$ cat src/rtl/exec_wb_tracker_if.sv
// Issue/complete/forward/writeback bundle between decode, exec units and the in-flight result tracker.
// master = issuing side and completion units; slave = tracker.
interface exec_wb_tracker_if #(
    parameter int DEPTH  = 4,
    parameter int DATA_W = 32,
    parameter int REG_W  = 5
);
    localparam int TW = $clog2(DEPTH);

    logic              issue_valid;
    logic              issue_ready;
    logic              issue_wr;
    logic              issue_fmode;
    logic [REG_W-1:0]  issue_rd;
    logic              issue_imm;
    logic [DATA_W-1:0] issue_data;
    logic [TW-1:0]     issue_tag;

    logic              cmpl_valid;
    logic [TW-1:0]     cmpl_tag;
    logic [DATA_W-1:0] cmpl_data;

    logic [REG_W-1:0]  src1_no;
    logic [REG_W-1:0]  src2_no;
    logic              src1_fmode;
    logic              src2_fmode;
    logic              fwd1_hit;
    logic              fwd2_hit;
    logic [DATA_W-1:0] fwd1_data;
    logic [DATA_W-1:0] fwd2_data;
    logic              hazard;

    logic              flush;
    logic              pending_any;

    logic              wb_valid;
    logic              wb_we;
    logic              wb_fmode;
    logic [REG_W-1:0]  wb_rd;
    logic [DATA_W-1:0] wb_data;

    modport master (
        output issue_valid, issue_wr, issue_fmode, issue_rd, issue_imm, issue_data,
        input  issue_ready, issue_tag,
        output cmpl_valid, cmpl_tag, cmpl_data,
        output src1_no, src2_no, src1_fmode, src2_fmode,
        input  fwd1_hit, fwd2_hit, fwd1_data, fwd2_data, hazard,
        output flush,
        input  pending_any,
        input  wb_valid, wb_we, wb_fmode, wb_rd, wb_data
    );

    modport slave (
        input  issue_valid, issue_wr, issue_fmode, issue_rd, issue_imm, issue_data,
        output issue_ready, issue_tag,
        input  cmpl_valid, cmpl_tag, cmpl_data,
        input  src1_no, src2_no, src1_fmode, src2_fmode,
        output fwd1_hit, fwd2_hit, fwd1_data, fwd2_data, hazard,
        input  flush,
        output pending_any,
        output wb_valid, wb_we, wb_fmode, wb_rd, wb_data
    );
endinterface

$ cat src/rtl/exec_wb_tracker.sv
// Age-ordered ring of in-flight exec results: captures, forwards youngest match, retires in order.
// Forwarding/hazard combinational; writeback 1 cycle after head is ready; issue_ready drops at DEPTH.
module exec_wb_tracker #(
    parameter int DEPTH  = 4,
    parameter int DATA_W = 32,
    parameter int REG_W  = 5
) (
    input  logic               clk,
    input  logic               rstn,
    exec_wb_tracker_if.slave   bus
);
    localparam int TW = $clog2(DEPTH);

    typedef struct packed {
        logic              valid;
        logic              ready;
        logic              wr;
        logic              fmode;
        logic [REG_W-1:0]  rd;
        logic [DATA_W-1:0] data;
    } slot_t;

    slot_t         slots [DEPTH];
    logic [TW-1:0] head;
    logic [TW-1:0] tail;
    logic [TW:0]   count;

    logic          issue_acc;
    logic          retire;
    logic          cmpl_acc;
    logic          m1, m2;
    logic [TW-1:0] i1, i2;
    logic          byp1, byp2;

    // Readiness uses registered count only, so a same-cycle retire never frees the issuing slot.
    assign bus.issue_ready = (count < (TW+1)'(DEPTH));
    assign bus.issue_tag   = tail;
    assign issue_acc       = bus.issue_valid & bus.issue_ready;
    assign retire          = slots[head].valid & slots[head].ready;
    assign cmpl_acc        = bus.cmpl_valid & slots[bus.cmpl_tag].valid & ~slots[bus.cmpl_tag].ready;

    // Int r0 is hardwired zero and is never supplied by the tracker.
    function automatic logic src_match(slot_t s, logic [REG_W-1:0] no, logic fm);
        return s.valid && s.wr && (s.fmode == fm) && (s.rd == no) && (fm || (no != '0));
    endfunction

    // Walk from oldest to youngest so the last match found is the youngest writer.
    always_comb begin
        m1 = 1'b0;
        m2 = 1'b0;
        i1 = '0;
        i2 = '0;
        for (int i = 0; i < DEPTH; i++) begin
            if (src_match(slots[head + TW'(i)], bus.src1_no, bus.src1_fmode)) begin
                m1 = 1'b1;
                i1 = head + TW'(i);
            end
            if (src_match(slots[head + TW'(i)], bus.src2_no, bus.src2_fmode)) begin
                m2 = 1'b1;
                i2 = head + TW'(i);
            end
        end
    end

    assign byp1 = bus.cmpl_valid && (bus.cmpl_tag == i1);
    assign byp2 = bus.cmpl_valid && (bus.cmpl_tag == i2);

    assign bus.fwd1_hit  = m1 && (slots[i1].ready || byp1);
    assign bus.fwd2_hit  = m2 && (slots[i2].ready || byp2);
    assign bus.fwd1_data = !bus.fwd1_hit ? '0 : (slots[i1].ready ? slots[i1].data : bus.cmpl_data);
    assign bus.fwd2_data = !bus.fwd2_hit ? '0 : (slots[i2].ready ? slots[i2].data : bus.cmpl_data);
    assign bus.hazard    = (m1 && !bus.fwd1_hit) || (m2 && !bus.fwd2_hit);

    always_comb begin
        bus.pending_any = 1'b0;
        for (int i = 0; i < DEPTH; i++) begin
            if (slots[i].valid && !slots[i].ready) bus.pending_any = 1'b1;
        end
    end

    // Issue, completion and retire never touch the same slot in one cycle, so their writes are disjoint.
    always_ff @(posedge clk) begin
        if (!rstn || bus.flush) begin
            for (int i = 0; i < DEPTH; i++) slots[i] <= '0;
            head         <= '0;
            tail         <= '0;
            count        <= '0;
            bus.wb_valid <= 1'b0;
            if (!rstn) begin
                bus.wb_we    <= 1'b0;
                bus.wb_fmode <= 1'b0;
                bus.wb_rd    <= '0;
                bus.wb_data  <= '0;
            end
        end else begin
            if (cmpl_acc) begin
                slots[bus.cmpl_tag].ready <= 1'b1;
                slots[bus.cmpl_tag].data  <= bus.cmpl_data;
            end
            if (issue_acc) begin
                slots[tail] <= '{valid: 1'b1, ready: bus.issue_imm, wr: bus.issue_wr,
                                 fmode: bus.issue_fmode, rd: bus.issue_rd, data: bus.issue_data};
                tail        <= tail + 1'b1;
            end
            bus.wb_valid <= retire;
            if (retire) begin
                slots[head].valid <= 1'b0;
                slots[head].ready <= 1'b0;
                head              <= head + 1'b1;
                bus.wb_we         <= slots[head].wr;
                bus.wb_fmode      <= slots[head].fmode;
                bus.wb_rd         <= slots[head].rd;
                bus.wb_data       <= slots[head].data;
            end
            count <= count + (TW+1)'(issue_acc) - (TW+1)'(retire);
        end
    end
endmodule

$ cat src/flat_wrapper.sv
// flat-port wrapper written by rule: the top's interface ports become plain ports
module exec_wb_tracker_flat 
#(
    parameter int DEPTH  = 4,
    parameter int DATA_W = 32,
    parameter int REG_W  = 5
)
  (clk, rstn, bus_issue_valid, bus_issue_wr, bus_issue_fmode, bus_issue_rd, bus_issue_imm, bus_issue_data, bus_issue_ready, bus_issue_tag, bus_cmpl_valid, bus_cmpl_tag, bus_cmpl_data, bus_src1_no, bus_src2_no, bus_src1_fmode, bus_src2_fmode, bus_fwd1_hit, bus_fwd2_hit, bus_fwd1_data, bus_fwd2_data, bus_hazard, bus_flush, bus_pending_any, bus_wb_valid, bus_wb_we, bus_wb_fmode, bus_wb_rd, bus_wb_data);
  exec_wb_tracker_if #(.DEPTH(DEPTH), .DATA_W(DATA_W), .REG_W(REG_W)) bus_i ();
  input  logic clk;
  input  logic rstn;
  input wire logic [$bits(bus_i.issue_valid)-1:0] bus_issue_valid;
  input wire logic [$bits(bus_i.issue_wr)-1:0] bus_issue_wr;
  input wire logic [$bits(bus_i.issue_fmode)-1:0] bus_issue_fmode;
  input wire logic [$bits(bus_i.issue_rd)-1:0] bus_issue_rd;
  input wire logic [$bits(bus_i.issue_imm)-1:0] bus_issue_imm;
  input wire logic [$bits(bus_i.issue_data)-1:0] bus_issue_data;
  output wire logic [$bits(bus_i.issue_ready)-1:0] bus_issue_ready;
  output wire logic [$bits(bus_i.issue_tag)-1:0] bus_issue_tag;
  input wire logic [$bits(bus_i.cmpl_valid)-1:0] bus_cmpl_valid;
  input wire logic [$bits(bus_i.cmpl_tag)-1:0] bus_cmpl_tag;
  input wire logic [$bits(bus_i.cmpl_data)-1:0] bus_cmpl_data;
  input wire logic [$bits(bus_i.src1_no)-1:0] bus_src1_no;
  input wire logic [$bits(bus_i.src2_no)-1:0] bus_src2_no;
  input wire logic [$bits(bus_i.src1_fmode)-1:0] bus_src1_fmode;
  input wire logic [$bits(bus_i.src2_fmode)-1:0] bus_src2_fmode;
  output wire logic [$bits(bus_i.fwd1_hit)-1:0] bus_fwd1_hit;
  output wire logic [$bits(bus_i.fwd2_hit)-1:0] bus_fwd2_hit;
  output wire logic [$bits(bus_i.fwd1_data)-1:0] bus_fwd1_data;
  output wire logic [$bits(bus_i.fwd2_data)-1:0] bus_fwd2_data;
  output wire logic [$bits(bus_i.hazard)-1:0] bus_hazard;
  input wire logic [$bits(bus_i.flush)-1:0] bus_flush;
  output wire logic [$bits(bus_i.pending_any)-1:0] bus_pending_any;
  output wire logic [$bits(bus_i.wb_valid)-1:0] bus_wb_valid;
  output wire logic [$bits(bus_i.wb_we)-1:0] bus_wb_we;
  output wire logic [$bits(bus_i.wb_fmode)-1:0] bus_wb_fmode;
  output wire logic [$bits(bus_i.wb_rd)-1:0] bus_wb_rd;
  output wire logic [$bits(bus_i.wb_data)-1:0] bus_wb_data;
  assign bus_i.issue_valid = bus_issue_valid;
  assign bus_i.issue_wr = bus_issue_wr;
  assign bus_i.issue_fmode = bus_issue_fmode;
  assign bus_i.issue_rd = bus_issue_rd;
  assign bus_i.issue_imm = bus_issue_imm;
  assign bus_i.issue_data = bus_issue_data;
  assign bus_issue_ready = bus_i.issue_ready;
  assign bus_issue_tag = bus_i.issue_tag;
  assign bus_i.cmpl_valid = bus_cmpl_valid;
  assign bus_i.cmpl_tag = bus_cmpl_tag;
  assign bus_i.cmpl_data = bus_cmpl_data;
  assign bus_i.src1_no = bus_src1_no;
  assign bus_i.src2_no = bus_src2_no;
  assign bus_i.src1_fmode = bus_src1_fmode;
  assign bus_i.src2_fmode = bus_src2_fmode;
  assign bus_fwd1_hit = bus_i.fwd1_hit;
  assign bus_fwd2_hit = bus_i.fwd2_hit;
  assign bus_fwd1_data = bus_i.fwd1_data;
  assign bus_fwd2_data = bus_i.fwd2_data;
  assign bus_hazard = bus_i.hazard;
  assign bus_i.flush = bus_flush;
  assign bus_pending_any = bus_i.pending_any;
  assign bus_wb_valid = bus_i.wb_valid;
  assign bus_wb_we = bus_i.wb_we;
  assign bus_wb_fmode = bus_i.wb_fmode;
  assign bus_wb_rd = bus_i.wb_rd;
  assign bus_wb_data = bus_i.wb_data;
  exec_wb_tracker #(.DEPTH(DEPTH), .DATA_W(DATA_W), .REG_W(REG_W)) u_core (.clk(clk), .rstn(rstn), .bus(bus_i));
endmodule
$ cat config.mk
export PLATFORM = sky130hd
export DESIGN_NAME = exec_wb_tracker_flat
export DESIGN_NICKNAME = d
export VERILOG_FILES = /design/src/rtl/exec_wb_tracker_if.sv /design/src/rtl/exec_wb_tracker.sv /design/src/flat_wrapper.sv
export SDC_FILE = /design/constraint.sdc
export NUM_CORES = 1
export LEC_CHECK = 0
export BUFFER_PORTS_ARGS = -buffer_cell sky130_fd_sc_hd__buf_2
export CORE_AREA = 5 5 133 262
export DETAILED_ROUTE_END_ITERATION = 6
export DIE_AREA = 0 0 138 267
export PLACE_DENSITY_LB_ADDON = 0.12
export RECOVER_POWER = 50
export SYNTH_ARGS = -nofsm -noshare
export SYNTH_HDL_FRONTEND = slang
export SYNTH_SLANG_ARGS = --single-unit
$ cat constraint.sdc
create_clock -name clk -period 5.1 [get_ports clk]
set_input_delay 0 -clock clk [delete_from_list [all_inputs] [get_ports clk]]
set_output_delay 0 -clock clk [all_outputs]
set_load 0.005 [all_outputs]
==> impl_metrics.ini, run 1 <==
[status]
status = complete, but fails checks
failed_checks = DRC, capacitance limit, slew limit

[cts]
cts_made_buffers = 20
clkSinkCount = 213
clkTransAtPathRegs_ns = 0.07
h-tree-depth = 1
clk_latency_ns = 0.53
clockRootBuffer = clkbuf_16
cts_tree = done
clk_path_buf_depth = 3

[logic_synthesis]
synth-edff-count = 195
synth_seq_cells = 213
syn_nets = 1868
ys.flop_type = edfxtp_1
yosysSeqAreaShare = 0.3506
synth.distinct_cells = 77
async_flop_share = 0
synthCells = 1766
syn-mean-instance-area_sq_um = 10.04
synth_area_sq_um = 17730
yosys_warnings = 0

[die]
die_h_microns = 267
fp.dieW_microns = 138
start_util = 0.5422
core_sq_um = 32700
ioPinCount = 202
rows = 94
dieArea_sq_um = 36850

[sta]
skew_ns = 0.01390
tns_ns = 0
worst_pin_slew_ns = 3.308
rsz0062_at_grt = false
period_share = 0.9995
fmax_mhz = 196.2
setup_ws_ns = 0.002792
hold_viol_final = 0
report.final.slew_viol_count = 225
relSlewSlack = -1.205
min_period_ns = 5.097
setup_viol = 0

[route]
route.detailed.drc = 2
drt_first_iter_violations = 2235
wl_per_cell_microns = 29.98
wl_microns = 72030
via_per_inst = 7.395
ant_nets = 0
drtPass1Iterations = 7
via_count = 17770

[setup_path]
r2r_start = u_core.count[2]$_SDFF_PP0_
ff2ff_path_depth = 7
crit_chain = nor2b_1 -> and3_2 -> clkbuf_1 -> nor4_1 -> buf_4 -> a22o_1 -> dlygate4sd3_1
slowest_delay_ns = 2.23
cp-startpoint = u_core.count[2]$_SDFF_PP0_
path_class = reg -> reg
worst-endpoint-arrival_ns = 5.38
cp_num_buf_inv = 3
worst_path_max_delay_cell = clkbuf_1
endpoint_kind = flop
required_ns = 5.38
worst_setup_path_start_kind = flop
cp_max_fo = 43
cp_num_cells = 7
critPathTopFamily = buffers and inverters

[place]
io_buffers = 201
hpwl_microns = 44780
pre_cts_ws_ns = 0.3671
dp.cells = 2256
place_congestion = 1.009

[power_and_ir_drop]
ir_drop_mv = 0.2681
p_per_area_nw_per_um2 = 205.0
power.leakage_nw = 7.262

[worst_hold_path]
hold_class = in -> reg
holdCritStartpoint = bus_flush
holdPathStages = 3

[finish]
final_core_util = 0.6369
instances_no_fill = 2403
nets = 2060
area.growth.synth_to_final_pct = 17.48
final_common_cell = edfxtp_1
drive_gt1_frac = 0.1944
final_cell_mix = edfxtp_1 (195), buf_2 (167), o221ai_1 (161), o21ai_0 (124), a22o_1 (120)

[global_route]
grt_pass1_wl_microns = 106200
antenna_found_initial = 1
grt_use_total = 0.3719
grt_pass1_vias = 17260
grt_remaining_overflow = 0
grt_max_degree = 139

[run]
cap_violations = 6
-- layer usage --
metal,global-route usage,up-vias,part of all wire
met5,0,-,0
met4,0.2876,0,0.089
met3,0.05898,386,0.087
met2,0.6460,1249,0.50
met1,0.4033,8547,0.32
li1,-,7588,-
-- timing repair --
action / in CTS / in global routing
pin swaps: 1 / 0
endpoints found under the setup margin: 64 / 65
hold buffers: 104 / 0
setup buffers: 4 / 4
endpoints found under the hold margin: 160 / 0
resized for setup: 2 / 7
-- Yosys cell counts, types with 25 or more instances --
| cell | number | share of area |
|---|---|---|
| o21ai_0 | 126 | 0.036 |
| xnor2_1 | 43 | 0.021 |
| a21oi_1 | 95 | 0.027 |
| nand3_1 | 39 | 0.011 |
| a22oi_1 | 25 | 0.011 |
| nand2_1 | 112 | 0.024 |
| a32o_1 | 32 | 0.018 |
| o22ai_1 | 62 | 0.022 |
| a21o_1 | 27 | 0.011 |
| and2_1 | 71 | 0.025 |
| o221ai_1 | 161 | 0.080 |
| a22o_1 | 120 | 0.059 |
| mux4_2 | 55 | 0.070 |
| mux2i_1 | 114 | 0.064 |
| o2bb2ai_2 | 26 | 0.022 |
| edfxtp_1 | 195 | 0.33 |
| clkbuf_1 | 156 | 0.033 |
| nor2_1 | 41 | 0.0087 |
| buf_2 | 25 | 0.0071 |
-- worst min-delay path: stages --
cell and delay (ns):
buf_2 0.14, nor2b_4 0.09, and2_1 0.14
-- logic make-up after synthesis --
kind of cell	synth area share
DFF	0.3506
muxes	0.1355
and+or+nand+nor	0.09613
buffers and inverters	0.05343
AOI/OAI and AO/OA	0.3264
adders and majority gates	0.008188
xor gates and xnor gates	0.02964
-- path summary, 6_finish.rpt --
kind                            slack [ns]                              endpoint
worst max-delay path                 0.003          u_core.slots[1][1]$_DFFE_PP_
worst min-delay path                 0.007  u_core.bus.wb_data[20]$_SDFFCE_PP0P_
worst max register to register       0.003          u_core.slots[1][1]$_DFFE_PP_
worst min register to register        0.58            u_core.count[2]$_SDFF_PP0_
-- sequential cells by signal, indices dropped and copies added, names as in the netlist, named ones only --
name                  count
u_core.bus.wb_valid       1
u_core.head               2
u_core.count              3
u_core.bus.wb_fmode       1
u_core.bus.wb_rd          5
u_core.bus.wb_data       32
u_core.bus.issue_tag      2
u_core.bus.wb_we          1
u_core.slots            164
-- through the flow --
stage,total power [mW],hold slack [ns],cell area (sq um)
final,4.269,0.007128,20830
after global placement,2.685,0.3062,19120
after floorplan,2.445,0.08774,17730
after detailed placement,2.699,0.3203,19120
after CTS,4.265,0.002462,20860
after global routing,4.393,0.02768,20830
-- area by class of cell --
class / instances / area (sq um)
multi-input cells: 1330 / 10710
flip-flops and latches: 213 / 6222
repair buffers: 378 / 2651
clock inverters: 7 / 91.34
inverters: 15 / 61.31
fillers: 2789 / 11870
well taps: 432 / 540.5
diodes: 1 / 2.502
clock buffers: 27 / 548.0
-- where the power goes --
part	total, mW	switching, mW	leakage (nW)	internal (mW)
clock	1.54	0.686	0.302	0.856
sequential	2.13	0.133	2.29	2.00
combinational	0.594	0.330	4.67	0.264
total	4.27	1.15	7.26	3.12
Note: power is estimated with default switching activity, not from simulation.
==> run 2: changes to the inputs <==
- CORE_AREA: 5 5 133 262 -> 5 5 214 164
- DIE_AREA: 0 0 138 267 -> 0 0 219 169
==> run 2 against run 1 <==
The run ends with capacitance limit, slew limit left. Non-clock buffer count is 5 lower. Via count up 0.68%. Clock-buffer cell count is 3 higher. Worst hold slack improved by 0.053 ns. Critical path type unchanged. Sequential cell count unchanged.
==> impl_metrics.ini, run 2 (same netlist as run 1, synthesis figures left out) <==
[global_route]
grt_use_total = 0.3498
grt_max_degree = 127
grt_pass1_wl_microns = 101200
grt_pass1_vias = 16470
grt_remaining_overflow = 0
antenna_found_initial = 0

[route]
wl_microns = 68360
drtPass1Iterations = 6
wl_per_cell_microns = 28.19
via_count = 17890
drt_first_iter_violations = 3284
route.detailed.drc = 0
ant_nets = 0
via_per_inst = 7.377

[finish]
final_cell_mix = edfxtp_1 (195), buf_2 (179), o221ai_1 (161), o21ai_0 (125), a22o_1 (120)
final_common_cell = edfxtp_1
antennaDiodeCount = 0
drive_gt1_frac = 0.2051
final_core_util = 0.6391
reg_top3 = u_core.slots (164), u_core.bus.wb_data (32), u_core.bus.wb_rd (5)
nFillCells = 2716
regMostFlops = u_core.slots
area.growth.synth_to_final_pct = 18.77
instances_no_fill = 2425
nets = 2059
largest_reg_flops = 164

[power_and_ir_drop]
power.leakage_nw = 7.395
p_per_area_nw_per_um2 = 217.3
power_mw = 4.574
ir_drop_mv = 0.2546

[sta]
skew_ns = 0.01524
fmax_mhz = 199.4
setup_viol = 0
hold_ws_ns = 0.05991
relSlewSlack = -1.211
report.final.slew_viol_count = 275
hold_viol_final = 0
min_period_ns = 5.015
worst_pin_slew_ns = 3.317
period_share = 0.9833
tns_ns = 0

[setup_path]
path_class = reg -> reg
cp_max_fo = 43
worst_setup_path_start_kind = flop
crit_chain = nor2b_1 -> and3_2 -> clkbuf_1 -> nor4_2 -> buf_4 -> a22o_1 -> dlygate4sd3_1
cp_num_buf_inv = 3
critPathTopFamily = buffers and inverters
slowest_delay_ns = 2.32
worst-endpoint-arrival_ns = 5.32
required_ns = 5.40
worst_path_max_delay_cell = clkbuf_1
endpoint_kind = flop

[die]
die_h_microns = 169
ioPinCount = 202
fp.dieW_microns = 219
rows = 58
dieArea_sq_um = 37010
start_util = 0.5381
core_sq_um = 32950

[cts]
clk_path_buf_depth = 3
clk_latency_ns = 0.55
cts_made_buffers = 24
clockRootBuffer = clkbuf_16
clkSinkCount = 213
h-tree-depth = 1
cts_tree = done
clkTransAtPathRegs_ns = 0.07

[place]
dp.cells = 2266
hpwl_microns = 40690
place_congestion = 0.9541
io_buffers = 201

[status]
failed_checks = capacitance limit, slew limit
status = complete, but fails checks

[run]
cap_violations = 8

[worst_hold_path]
hold_class = in -> reg
## run 2: where the power goes
group          internal, mW  leakage [nW]  switching, mW
Combinational         0.266          4.70          0.314
Sequential             2.00          2.29          0.134
Clock                  1.10         0.407          0.759
Total                  3.37          7.40           1.21
## run 2: worst register-to-register path, cell delays in order, from the launching register on
cell and delay (ns):
dfxtp_1 0.31, nor2b_1 0.47, and3_2 0.28, clkbuf_1 2.32
nor4_2 0.09, buf_4 0.45, a22o_1 0.29, dlygate4sd3_1 0.56
## run 2: final cells by class
| class | count | area, sq um | share of cell area |
|---|---|---|---|
| Multi-Input combinational cell | 1330 | 10740 | 0.5101 |
| Sequential cell | 213 | 6222 | 0.2955 |
| Timing Repair Buffer | 373 | 2646 | 0.1257 |
| Clock buffer | 30 | 643.1 | 0.03054 |
| Tap cell | 450 | 563.0 | 0.02674 |
| Clock inverter | 14 | 181.4 | 0.008617 |
| Inverter | 15 | 58.81 | 0.002793 |
## run 2: routing by layer
metal  track usage  vias up  share of wire
li1              -     7588              -
met1        0.5096     8617           0.40
met2        0.5123     1482           0.43
met3       0.08421      203           0.14
met4        0.1204        0          0.036
met5             0        -              0
## run 2: stage by stage
step                setup slack (ns)  instance area, sq um
finish                       0.08517                 21060
global route                -0.02461                 21060
CTS                         -0.02050                 20980
detailed placement            0.3502                 19080
global placement              0.5109                 19080
floorplan                    0.04756                 17730
## run 2: final timing paths
kind / from / endpoint / slack [ns] / cells after the start
min: rstn / u_core.bus.wb_rd[3]$_SDFFCE_PP0P_ / 0.06 / 2
max: u_core.count[2]$_SDFF_PP0_ / u_core.slots[2][30]$_DFFE_PP_ / 0.09 / 7
min reg2reg: u_core.count[2]$_SDFF_PP0_ / u_core.count[2]$_SDFF_PP0_ / 0.57 / 3
max reg2reg: u_core.count[2]$_SDFF_PP0_ / u_core.slots[2][30]$_DFFE_PP_ / 0.09 / 7
## run 2: repair_timing
item | in CTS | in global routing
endpoints found under the setup margin | 41 | 66
hold buffers | 105 | 0
gates resized for setup | 7 | 17
buffers inserted | 0 | 9
pin swaps | 0 | 2
gates cloned | 0 | 1
endpoints found under the hold margin | 161 | 0
